**src/rtl/elementary_ca.sv**
```systemverilog
// ---------------------------------------------------------------------------
// elementary_ca
//   One-dimensional, two-state, radius-1 cellular automaton (Wolfram
//   elementary rules).  The cells are loaded and read in BLOCK_W-wide blocks.
//   A small IDLE/RUN/DONE controller advances the whole array one generation
//   per cycle, either on single steps or in a free run with an optional
//   generation limit.
//
//   Optional feature macro: ECA_STABLE_DETECT_EN
//     defined   : stable = (next generation == current generation).  A RUN
//                 cycle that sees stable=1 goes to DONE without advancing.
//     undefined : stable is tied low and no comparator is built.
//
// Ports
//   clk        in   clock; all state changes on the rising edge
//   reset      in   asynchronous active-high reset
//   rule_we    in   load rule_in into the rule register
//   rule_in    in   [7:0] Wolfram rule number
//   wrap       in   1 = toroidal boundary, 0 = zero-padded boundary
//   wr_en      in   write wr_data into block addr (beats an advance)
//   addr       in   [ADDR_W-1:0] block address for read and write
//   wr_data    in   [BLOCK_W-1:0] bit k -> cell addr*BLOCK_W+k
//   rd_data    out  [BLOCK_W-1:0] current cells of block addr (0 if out of range)
//   run        in   level: free-run request
//   step       in   pulse: advance one generation while IDLE
//   gen_limit  in   [GEN_W-1:0] generations per run, 0 = unlimited
//   gen_count  out  [GEN_W-1:0] generations advanced since reset (wraps)
//   busy       out  high in RUN
//   done       out  high in DONE
//   stable     out  next generation equals current (macro dependent)
// ---------------------------------------------------------------------------
module elementary_ca #(
    parameter int         NUM_CELLS    = 64,
    parameter int         BLOCK_W      = 8,
    parameter int         GEN_W        = 16,
    parameter logic [7:0] DEFAULT_RULE = 8'd110,
    localparam int        NUM_BLOCKS   = NUM_CELLS / BLOCK_W,
    localparam int        ADDR_W       = (NUM_BLOCKS > 1) ? $clog2(NUM_BLOCKS) : 1
) (
    input  logic               clk,
    input  logic               reset,
    input  logic               rule_we,
    input  logic [7:0]         rule_in,
    input  logic               wrap,
    input  logic               wr_en,
    input  logic [ADDR_W-1:0]  addr,
    input  logic [BLOCK_W-1:0] wr_data,
    output logic [BLOCK_W-1:0] rd_data,
    input  logic               run,
    input  logic               step,
    input  logic [GEN_W-1:0]   gen_limit,
    output logic [GEN_W-1:0]   gen_count,
    output logic               busy,
    output logic               done,
    output logic               stable
);

    localparam logic [1:0] ST_IDLE = 2'd0;
    localparam logic [1:0] ST_RUN  = 2'd1;
    localparam logic [1:0] ST_DONE = 2'd2;

    logic [1:0]           state_q, state_d;
    logic [NUM_CELLS-1:0] cells_q, cells_d;
    logic [7:0]           rule_q;
    logic [GEN_W-1:0]     gen_q, gen_d;
    logic [GEN_W-1:0]     target_q, target_d;
    logic                 unlim_q, unlim_d;

    logic [NUM_CELLS+1:0] ext_cells;
    logic [NUM_CELLS-1:0] next_gen;
    logic [NUM_CELLS-1:0] wr_merge;
    logic                 advance;
    logic                 stable_hit;

    // Neighbourhood vector: bit 0 is c[-1], bit NUM_CELLS+1 is c[NUM_CELLS].
    // The pad cells follow the wrap input live, so it is sampled per advance.
    assign ext_cells = {wrap & cells_q[0], cells_q, wrap & cells_q[NUM_CELLS-1]};

    // Rule lookup: ext_cells[i +: 3] is {c[i+1], c[i], c[i-1]}.
    always_comb begin
        next_gen = {NUM_CELLS{1'b0}};
        for (int i = 0; i < NUM_CELLS; i++) begin
            next_gen[i] = rule_q[ext_cells[i +: 3]];
        end
    end

    // Block read mux and block write merge; unmatched addresses read 0 and write nothing.
    always_comb begin
        rd_data  = {BLOCK_W{1'b0}};
        wr_merge = cells_q;
        for (int b = 0; b < NUM_BLOCKS; b++) begin
            if (addr == ADDR_W'(b)) begin
                rd_data                        = cells_q[b*BLOCK_W +: BLOCK_W];
                wr_merge[b*BLOCK_W +: BLOCK_W] = wr_data;
            end else begin
                wr_merge[b*BLOCK_W +: BLOCK_W] = cells_q[b*BLOCK_W +: BLOCK_W];
            end
        end
    end

`ifdef ECA_STABLE_DETECT_EN
    assign stable_hit = (next_gen == cells_q);
`else
    assign stable_hit = 1'b0;
`endif

    // Controller: decides the advance and the next state; a write always wins over an advance.
    always_comb begin
        state_d  = state_q;
        target_d = target_q;
        unlim_d  = unlim_q;
        advance  = 1'b0;
        case (state_q)
            ST_IDLE: begin
                if (run) begin
                    // Entering RUN: freeze the stop point so later gen_limit changes are ignored.
                    state_d  = ST_RUN;
                    target_d = gen_q + gen_limit;
                    unlim_d  = (gen_limit == {GEN_W{1'b0}});
                end else if (step && !wr_en) begin
                    advance = 1'b1;
                end else begin
                    advance = 1'b0;
                end
            end
            ST_RUN: begin
                if (!run) begin
                    state_d = ST_IDLE;
                end else if (wr_en) begin
                    advance = 1'b0;
                end else if (stable_hit) begin
                    state_d = ST_DONE;
                end else begin
                    advance = 1'b1;
                    if (!unlim_q && ((gen_q + GEN_W'(1)) == target_q)) begin
                        state_d = ST_DONE;
                    end else begin
                        state_d = ST_RUN;
                    end
                end
            end
            ST_DONE: begin
                if (!run) begin
                    state_d = ST_IDLE;
                end else begin
                    state_d = ST_DONE;
                end
            end
            default: begin
                state_d = ST_IDLE;
            end
        endcase

        if (wr_en) begin
            cells_d = wr_merge;
            gen_d   = gen_q;
        end else if (advance) begin
            cells_d = next_gen;
            gen_d   = gen_q + GEN_W'(1);
        end else begin
            cells_d = cells_q;
            gen_d   = gen_q;
        end
    end

    // State registers with asynchronous reset to the single-seed pattern.
    always_ff @(posedge clk or posedge reset) begin
        if (reset) begin
            state_q  <= ST_IDLE;
            cells_q  <= NUM_CELLS'(1);
            rule_q   <= DEFAULT_RULE;
            gen_q    <= {GEN_W{1'b0}};
            target_q <= {GEN_W{1'b0}};
            unlim_q  <= 1'b1;
        end else begin
            state_q  <= state_d;
            cells_q  <= cells_d;
            gen_q    <= gen_d;
            target_q <= target_d;
            unlim_q  <= unlim_d;
            // The advance in this same cycle still used the old rule.
            if (rule_we) begin
                rule_q <= rule_in;
            end else begin
                rule_q <= rule_q;
            end
        end
    end

    assign gen_count = gen_q;
    assign busy      = (state_q == ST_RUN);
    assign done      = (state_q == ST_DONE);
    assign stable    = stable_hit;

endmodule
```
**config.mk**
```make
export PLATFORM = sky130hd
export DESIGN_NAME = elementary_ca
export DESIGN_NICKNAME = d
export VERILOG_FILES = /design/src/rtl/elementary_ca.sv
export SDC_FILE = /design/constraint.sdc
export NUM_CORES = 1
export LEC_CHECK = 0
export CORE_MARGIN = 4
export CORE_UTILIZATION = 60
export CTS_CLUSTER_DIAMETER = 50
export DETAILED_ROUTE_END_ITERATION = 8
export PLACE_DENSITY = 0.79
export SETUP_SLACK_MARGIN = 0.4
export SYNTH_ARGS = -nofsm -noshare
export SYNTH_HDL_FRONTEND = slang
export SYNTH_SLANG_ARGS = --single-unit
```
**constraint.sdc**
```tcl
create_clock -name clk -period 7.5 [get_ports clk]
set_input_delay 1.5 -clock clk [delete_from_list [all_inputs] [get_ports clk]]
set_output_delay 1.5 -clock clk [all_outputs]
set_load 0.01 [all_outputs]
```
## After elaboration in Yosys (flattened, before gate mapping)

Index checks and enable logic that the tools add are counted.

| storage, ports and cells | value |
|---|---|
| register bits after elaboration | 107 |
| latch bits | 0 |
| memory bits (writable) | 0 |
| memory bits (read-only) | 0 |
| output and inout bits | 27 |
| memories kept | 0 |

| operators by class | value |
|---|---|
| add/subtract/negate cells | 2 |
| $mul | 0 |
| div/mod/pow operators | 0 |
| magnitude comparators | 64 |
| equal/unequal tests | 20 |
| shift-type cells | 0 |
| mux-type cells | 157 |
| bitwise logic cells | 3 |
| reductions and logical operators | 19 |

Operator list:

| kind | number |
|---|---|
| $lt 3x4->1 const B | 64 |
| $bmux 1 s3 | 64 |
| $mux 64 | 2 |
| $mux 8 | 16 |
| $mux 1 | 68 |
| $reduce_and 2->1 | 11 |
| $add 16x1->16 const B | 1 |
| $add 16x16->16 | 1 |
| $eq 16x16->1 | 1 |
| $logic_not 16->1 | 1 |
| $ne 2x1->1 const B | 8 |
| $eq 3x3->1 const B | 4 |
| $mux 2 | 5 |
| $eq 3x2->1 const B | 2 |
| $pmux 2 s3 | 1 |
| $eq 3x1->1 const B | 1 |
| $logic_not 3->1 | 1 |
| $ne 3x3->1 const B | 1 |
| $and 1x1->1 | 2 |
| $eq 2x1->1 const B | 1 |
| $eq 2x2->1 const B | 1 |
| $logic_and 1x1->1 | 2 |
| $logic_not 1->1 | 2 |
| $logic_not 2->1 | 1 |
| 4 further kinds | 4 |

## Logic depth before layout (Yosys ltp)

Gate-level depths: netlist of run 1.

| depth | value |
|---|---|
| depth after elaboration | 9 |
| mapped depth | 9 |
| mapped depth without buffers | 9 |

## Worst setup path before layout of run 1

No wires, ideal clock.

| path | value |
|---|---|
| path type | input -> output |
| start | input port addr[1] |
| end | output port rd_data[0] |
| arrival time | 2854 ps |
| data required time | 6000 ps |
| path slack | 3146 ps |
| stages on the path | 4 |
| buffers on the path | 2 |
| path through | clkbuf_1 > clkbuf_1 > mux4_2 > mux2_2 |

| between the ends | value |
|---|---|
| longest elaborated chain between the ends | 9 |
| elaborated cells on any way between the ends | 16 |
| classes of those cells | eq/ne (7); mux (8); reduce/logical (1) |

RTL lines:

| element | line | text |
|---|---|---|
| from (decl) | 46 | `input logic [ADDR_W-1:0] addr,` |
| $logic_not 3->1 | 92 | `if (addr == ADDR_W'(b)) begin` |
| $mux 8 (7 in a row) | 92 |  |
| $mux 8 * | 92 |  |
| to (decl) | 48 | `output logic [BLOCK_W-1:0] rd_data,` |

Every way passes the cells marked *; elsewhere a longest branch is shown, timed or not.

## Final worst setup path of run 1

| path | value |
|---|---|
| start | input port addr[0] |
| end | output port rd_data[5] |

The elaborated chain is that of the path after synthesis.

==> impl_metrics.tcl, run 1 <==
set metrics [dict create \
    synth_top_area_share 0.315 \
    place_ws_ns 1.91 \
    tightest_slew_ns 1.25 \
    clk_path_buf_depth 2 \
    ys.flop_type "dfrtp_1" \
    start_kind "primary input" \
    die_w_um 139 \
    grt_max_degree 66 \
    syn_area_mm2 0.0103 \
    grt_use_total 0.301 \
    clock_sinks 107 \
    fin_nets 967 \
    reg2reg_depth 9 \
    ys_top_cells_by_area "mux4_2 31%, dfrtp_1 24%, mux2_2 8.7%, clkbuf_1 5.0%, o21ai_1 4.3%" \
    synth_edf_count 0 \
    fin_skew_ns 0.0149 \
    p_leak_uw 0.00408 \
    synth-xor-area-share 0.0340 \
    critPathMaxFanout 21 \
    synthSimpleGateAreaFrac 0.0968 \
    synth_top_cell_by_area "mux4_2" \
    wl_per_cell_um 25.3 \
    hold_buffers 0 \
    tns_ns 0 \
    status "finished, final reports clean" \
    fmax_mhz 178 \
    pwr-share-clk 0.170 \
    pin_count 69 \
    synthDistinctLibCells 61 \
    worstSetupPathType "primary input to output port" \
    hold_violations 0 \
    power.switching_uw 1110 \
    synth_adder_area_share 0.0223 \
    antenna_found_initial 0 \
    critPathCaptureType "output port" \
    die_h_um 139 \
    yosys_warnings 0 \
    synth-async-reset-ratio 1.00 \
    postCtsSetupBuffers 0 \
    grt_first_pass_wirelength_um 46400 \
    drc 0 \
    wl_met1_um 10900 \
    seqPwrFrac 0.390 \
    numCtsBuffers 9 \
    synth_seq_area_share 0.261 \
    gp_congestion 0.943 \
    drt_iter0_drc 1376 \
    hp-class "register to register" \
    grt_pass1_vias 7953 \
    grt-ovfl-total 0 \
    io_buffers 67 \
    drive_gt1_frac 0.290 \
    area_delta_synth_final_pct 6.69 \
    synth.most_common_cell "mux4_2" \
    arrival_ns 4.11 \
    yosys-top-cells-count "144 x mux4_2, 138 x clkbuf_1, 100 x dfrtp_1, 100 x nand2_1, 88 x o21ai_1" \
    synth-compound-area-share 0.116 \
    syn_avg_cell_area_um2 10.5 \
    fin_ws_ns 1.89 \
    max-vdd-ir-drop_mv 0.136 \
    place_hpwl_um 18100 \
    start_util 0.617 \
    slew_headroom 0.165 \
    cts_max_level 3 \
    period_share 0.748 \
    grt_setup_unrepaired "no" \
    routed-wl-met3_um 3250 \
    layout_min_cycle_time_ns 5.61 \
    maxCapViolCount 0 \
    clk_latency_ns 0.37 \
    diodes 0 \
    p_sw_frac 0.377 \
    top_layer_used "met4" \
    wl_um 28700 \
    hold_path_depth 2 \
    core.rowCount 47 \
    cts_resized 0 \
    internal_power_uw 1830 \
    drv_slew 0 \
    comb_power_share 0.440 \
    cts_tree "yes" \
    num_vias 8309 \
    syn-num-nets 1038 \
    synth-seq-cells 107 \
    p_per_area_mw_per_mm2 267 \
    required_ns 6.00 \
    viasPerCell 7.33 \
    final_antenna_net_count 0 \
    synth_mux_area_frac 0.403 \
    cts_root_buf "clkbuf_16" \
    syn_inst 979 \
    clkSlewWorstSetupHoldPaths_ns 0.07 \
    synth_top_family_by_area "multiplexers" \
    die_area_mm2 0.0193 \
    wl_met2_um 13200 \
    core_mm2 0.0167 \
    drtPass1Iterations 6 \
    setup_viol 0 \
]
cell type report:
type                    instances  area (um2)
repair buffers                 78         748
clock buffers                  11         233
well taps                     220         275
multi-input cells             698        6930
clock inverters                 5        62.6
inverters                      14        55.1
fillers                      1247        5710
flip-flops and latches        107        2690
routing by layer:
layer  GRT usage  up-vias
met2       0.449      581
met1       0.436     4104
met3      0.0641      107
met4       0.119        0
met5           0        -
li1            -     3517
worst max-delay path, cell delays in order:
cell and delay [ns]:
clkdlybuf4s50_1 1.19, mux4_2 0.63, mux2_2 0.29, clkdlybuf4s50_1 0.48
kinds of logic after synthesis:
group                    Yosys count
other                              1
AND/OR/NAND/NOR                  203
buffers and inverters            174
multiplexers                     225
adder cells (fa/ha/maj)           18
XOR/XNOR                          40
flip-flops                       107
AO/OA/AOI/OAI                    211
placed cells by master (no fill, tap or decap), types with 4 or more instances in the layout:
cell type          n
nand4_1            8
nand2b_1          14
xor2_1            14
o21ai_0           57
buf_4             11
nand3_1           16
o21ai_1           88
inv_1             13
mux4_2           144
a21oi_1           21
dfrtp_1           99
o2111ai_1          4
nand2_1          100
a31oi_1            8
dfstp_2            7
nor3_1            10
a211oi_1           4
a21o_1             7
nor2_1            11
xnor2_1           26
mux2_2            80
or3_1              8
clkdlybuf4s50_1   66
clkbuf_16          9
and3_1             5
ha_1              16
nor2b_1            8
nor4_1             6
nor3b_1            4
final timing paths:
kind	from	end	slack (ns)
min reg2reg	unlim_q	unlim_q	0.49
max reg2reg	gen_count[0]	target_q[12]	4.77
max in group asynchronous	reset	cells_q[26]	4.64
min in group asynchronous	reset	cells_q[35]	1.57
max	addr[0]	rd_data[5]	1.89
min	unlim_q	unlim_q	0.49
flip-flops by register name, summed over array words and instances, names as in the netlist:
signal and flops:
target_q 16, state_q 2, cells_q 64, gen_count 16
unlim_q 1, rule_q 8
power groups by stage:
| stage | clock [uW] | combinational, uW | sequential (uW) |
|---|---|---|---|
| floorplan | 0 | 1330 | 781 |
| global placement | 0 | 1230 | 1130 |
| detailed placement | 0 | 1280 | 1140 |
| CTS | 503 | 1290 | 1130 |
| global route | 523 | 1400 | 1180 |
| finish | 499 | 1290 | 1140 |
metrics by stage:
step            util  instance area, um2  total power [uW]  hold WS, ns  instances
3_3_place_gp   0.640               10700              2360        0.472       1117
3_5_place_dp   0.640               10700              2420        0.474       1117
6_report       0.658               11000              2940        0.490       1133
5_1_grt        0.658               11000              3100        0.514       1133
4_1_cts        0.658               11000              2920        0.485       1133
2_1_floorplan      -               10300              2110        0.457        979
Power figures use the tool's default switching activity.
==> inputs of run 2 (changes only) <==
CORE_UTILIZATION = 55   (was 60)
PLACE_DENSITY = 0.76   (was 0.79)
clock period = 4.7 ns   (was 7.5 ns; I/O delays follow)
==> impl_metrics.tcl, run 2 (synthesis results as in run 1) <==
set metrics [dict create \
    status "finished, final reports clean" \
    cts_tree "yes" \
    critical_path.top_delay_family "buffers and inverters" \
    start_kind "primary input" \
    hold_buffers 0 \
    die_h_um 145 \
    worstSetupPathType "primary input to output port" \
    fmax_mhz 247 \
    grt_setup_unrepaired "no" \
    critPathCaptureType "output port" \
    final_cell_mix "144 x mux4_2, 100 x nand2_1, 99 x dfrtp_1" \
    die_w_um 145 \
    slew_headroom 0.157 \
    p_leak_uw 0.00412 \
    place_hpwl_um 17300 \
    fin_nets 975 \
    path_common_cell "clkdlybuf4s50_1" \
    final_cells 1150 \
    num_vias 8101 \
    clkSlewWorstSetupHoldPaths_ns 0.08 \
    max-vdd-ir-drop_mv 0.193 \
    dp.cells 1134 \
    drive_gt1_frac 0.299 \
    pwr-share-clk 0.176 \
    io_buffers 67 \
    gp_congestion 0.873 \
    die_area_mm2 0.0210 \
    area_delta_synth_final_pct 7.53 \
    fill_cells 1420 \
    hp-class "register to register" \
    drtPass1Iterations 5 \
    wl_per_cell_um 23.7 \
    period_share 0.862 \
    viasPerCell 7.04 \
    start_util 0.566 \
    diodes 0 \
    required_ns 3.76 \
    largest_reg_flops 64 \
    critPathMaxFanout 9 \
    grt_max_degree 67 \
    fin_skew_ns 0.00724 \
    clk_path_buf_depth 2 \
    clock_sinks 107 \
    pin_count 69 \
    cts_max_level 3 \
    internal_power_uw 2930 \
    tns_ns 0 \
    setup_viol 0 \
    core_mm2 0.0182 \
    cp.buffers_inverters 2 \
    final_antenna_net_count 0 \
    drc 0 \
    hold_ws_ns 0.502 \
    postCtsSetupBuffers 0 \
    tightest_slew_ns 1.26 \
    seqPwrFrac 0.388 \
    antenna_found_initial 0 \
    clk_latency_ns 0.36 \
    arrival_ns 3.11 \
    hold_violations 0 \
    p_per_area_mw_per_mm2 421 \
    slowest_stage "clkdlybuf4s50_1" \
    core.rowCount 49 \
    layout_min_cycle_time_ns 4.05 \
    numCtsBuffers 9 \
    maxCapViolCount 0 \
    path_cells "clkdlybuf4s50_1, mux4_2, mux2_2, clkdlybuf4s50_1" \
    drv_slew 0 \
    cts_resized 0 \
    slowest_delay_ns 0.79 \
    wl_um 27300 \
    post-route-util 0.608 \
    grt_use_total 0.269 \
    drt_iter0_drc 886 \
    power.switching_uw 1740 \
    grt_pass1_vias 7933 \
    final_common_cell "mux4_2" \
    grt-ovfl-total 0 \
    comb_power_share 0.435 \
    p_sw_frac 0.372 \
    largest_register "cells_q" \
    grt_first_pass_wirelength_um 44000 \
    fin_total_pwr_uw 4660 \
    cts_root_buf "clkbuf_16" \
]
## run 2: cell count changes in the layout (fill, tap and decap cells not counted), sizes merged
cell,delta
clkbuf,-2
inv,+2
buf,+8
## run 2: worst reg2reg max path: stages, from the launching register on
cell and delay (ns):
dfrtp_1 0.53, ha_1 0.24, inv_1 0.06, fa_1 0.40, nor2b_1 0.17, o2111ai_1 0.18, a21oi_1 0.24, o21ai_0 0.23
a2111o_1 0.46, nand3_1 0.07
## run 2: metrics by stage
stage	cell area [um2]	setup WS, ns
after floorplan	10300	0.954
after global placement	10800	0.711
after detailed placement	10800	0.640
after CTS	11100	0.639
after global routing	11100	0.569
final	11100	0.648
## run 2: worst paths after layout
kind | start | to | slack [ns] | depth (start not counted)
min in group asynchronous | reset | cells_q[38] | 1.10 | 2
min | target_q[10] | target_q[10] | 0.50 | 2
max reg2reg | gen_count[0] | target_q[12] | 2.08 | 9
min reg2reg | target_q[10] | target_q[10] | 0.50 | 2
max in group asynchronous | reset | cells_q[15] | 2.81 | 3
max | addr[1] | rd_data[4] | 0.65 | 4
## run 2: cell type report
class                   instances  area (um2)  share of cell area
clock buffers                   9         225              0.0203
clock inverters                 7        85.1             0.00768
repair buffers                 86         808              0.0730
flip-flops and latches        107        2690               0.243
well taps                     229         287              0.0259
multi-input cells             698        6930               0.626
inverters                      14        55.1             0.00497
## run 2: layer usage
metal,global-route usage,up-vias,part of all wire,routed length [um]
met5,0,-,0,0
met4,0.104,0,0.035,965
met3,0.0674,70,0.11,2910
met2,0.420,497,0.48,13100
met1,0.365,4002,0.38,10300
li1,-,3532,-,-
## run 2: power by group through the flow
stage	Combinational [uW]	Sequential (uW)	Clock (uW)
floorplan	2130	1250	0
global placement	1950	1810	0
detailed placement	2010	1820	0
CTS	2030	1800	834
global route	2200	1880	870
finish	2030	1810	823
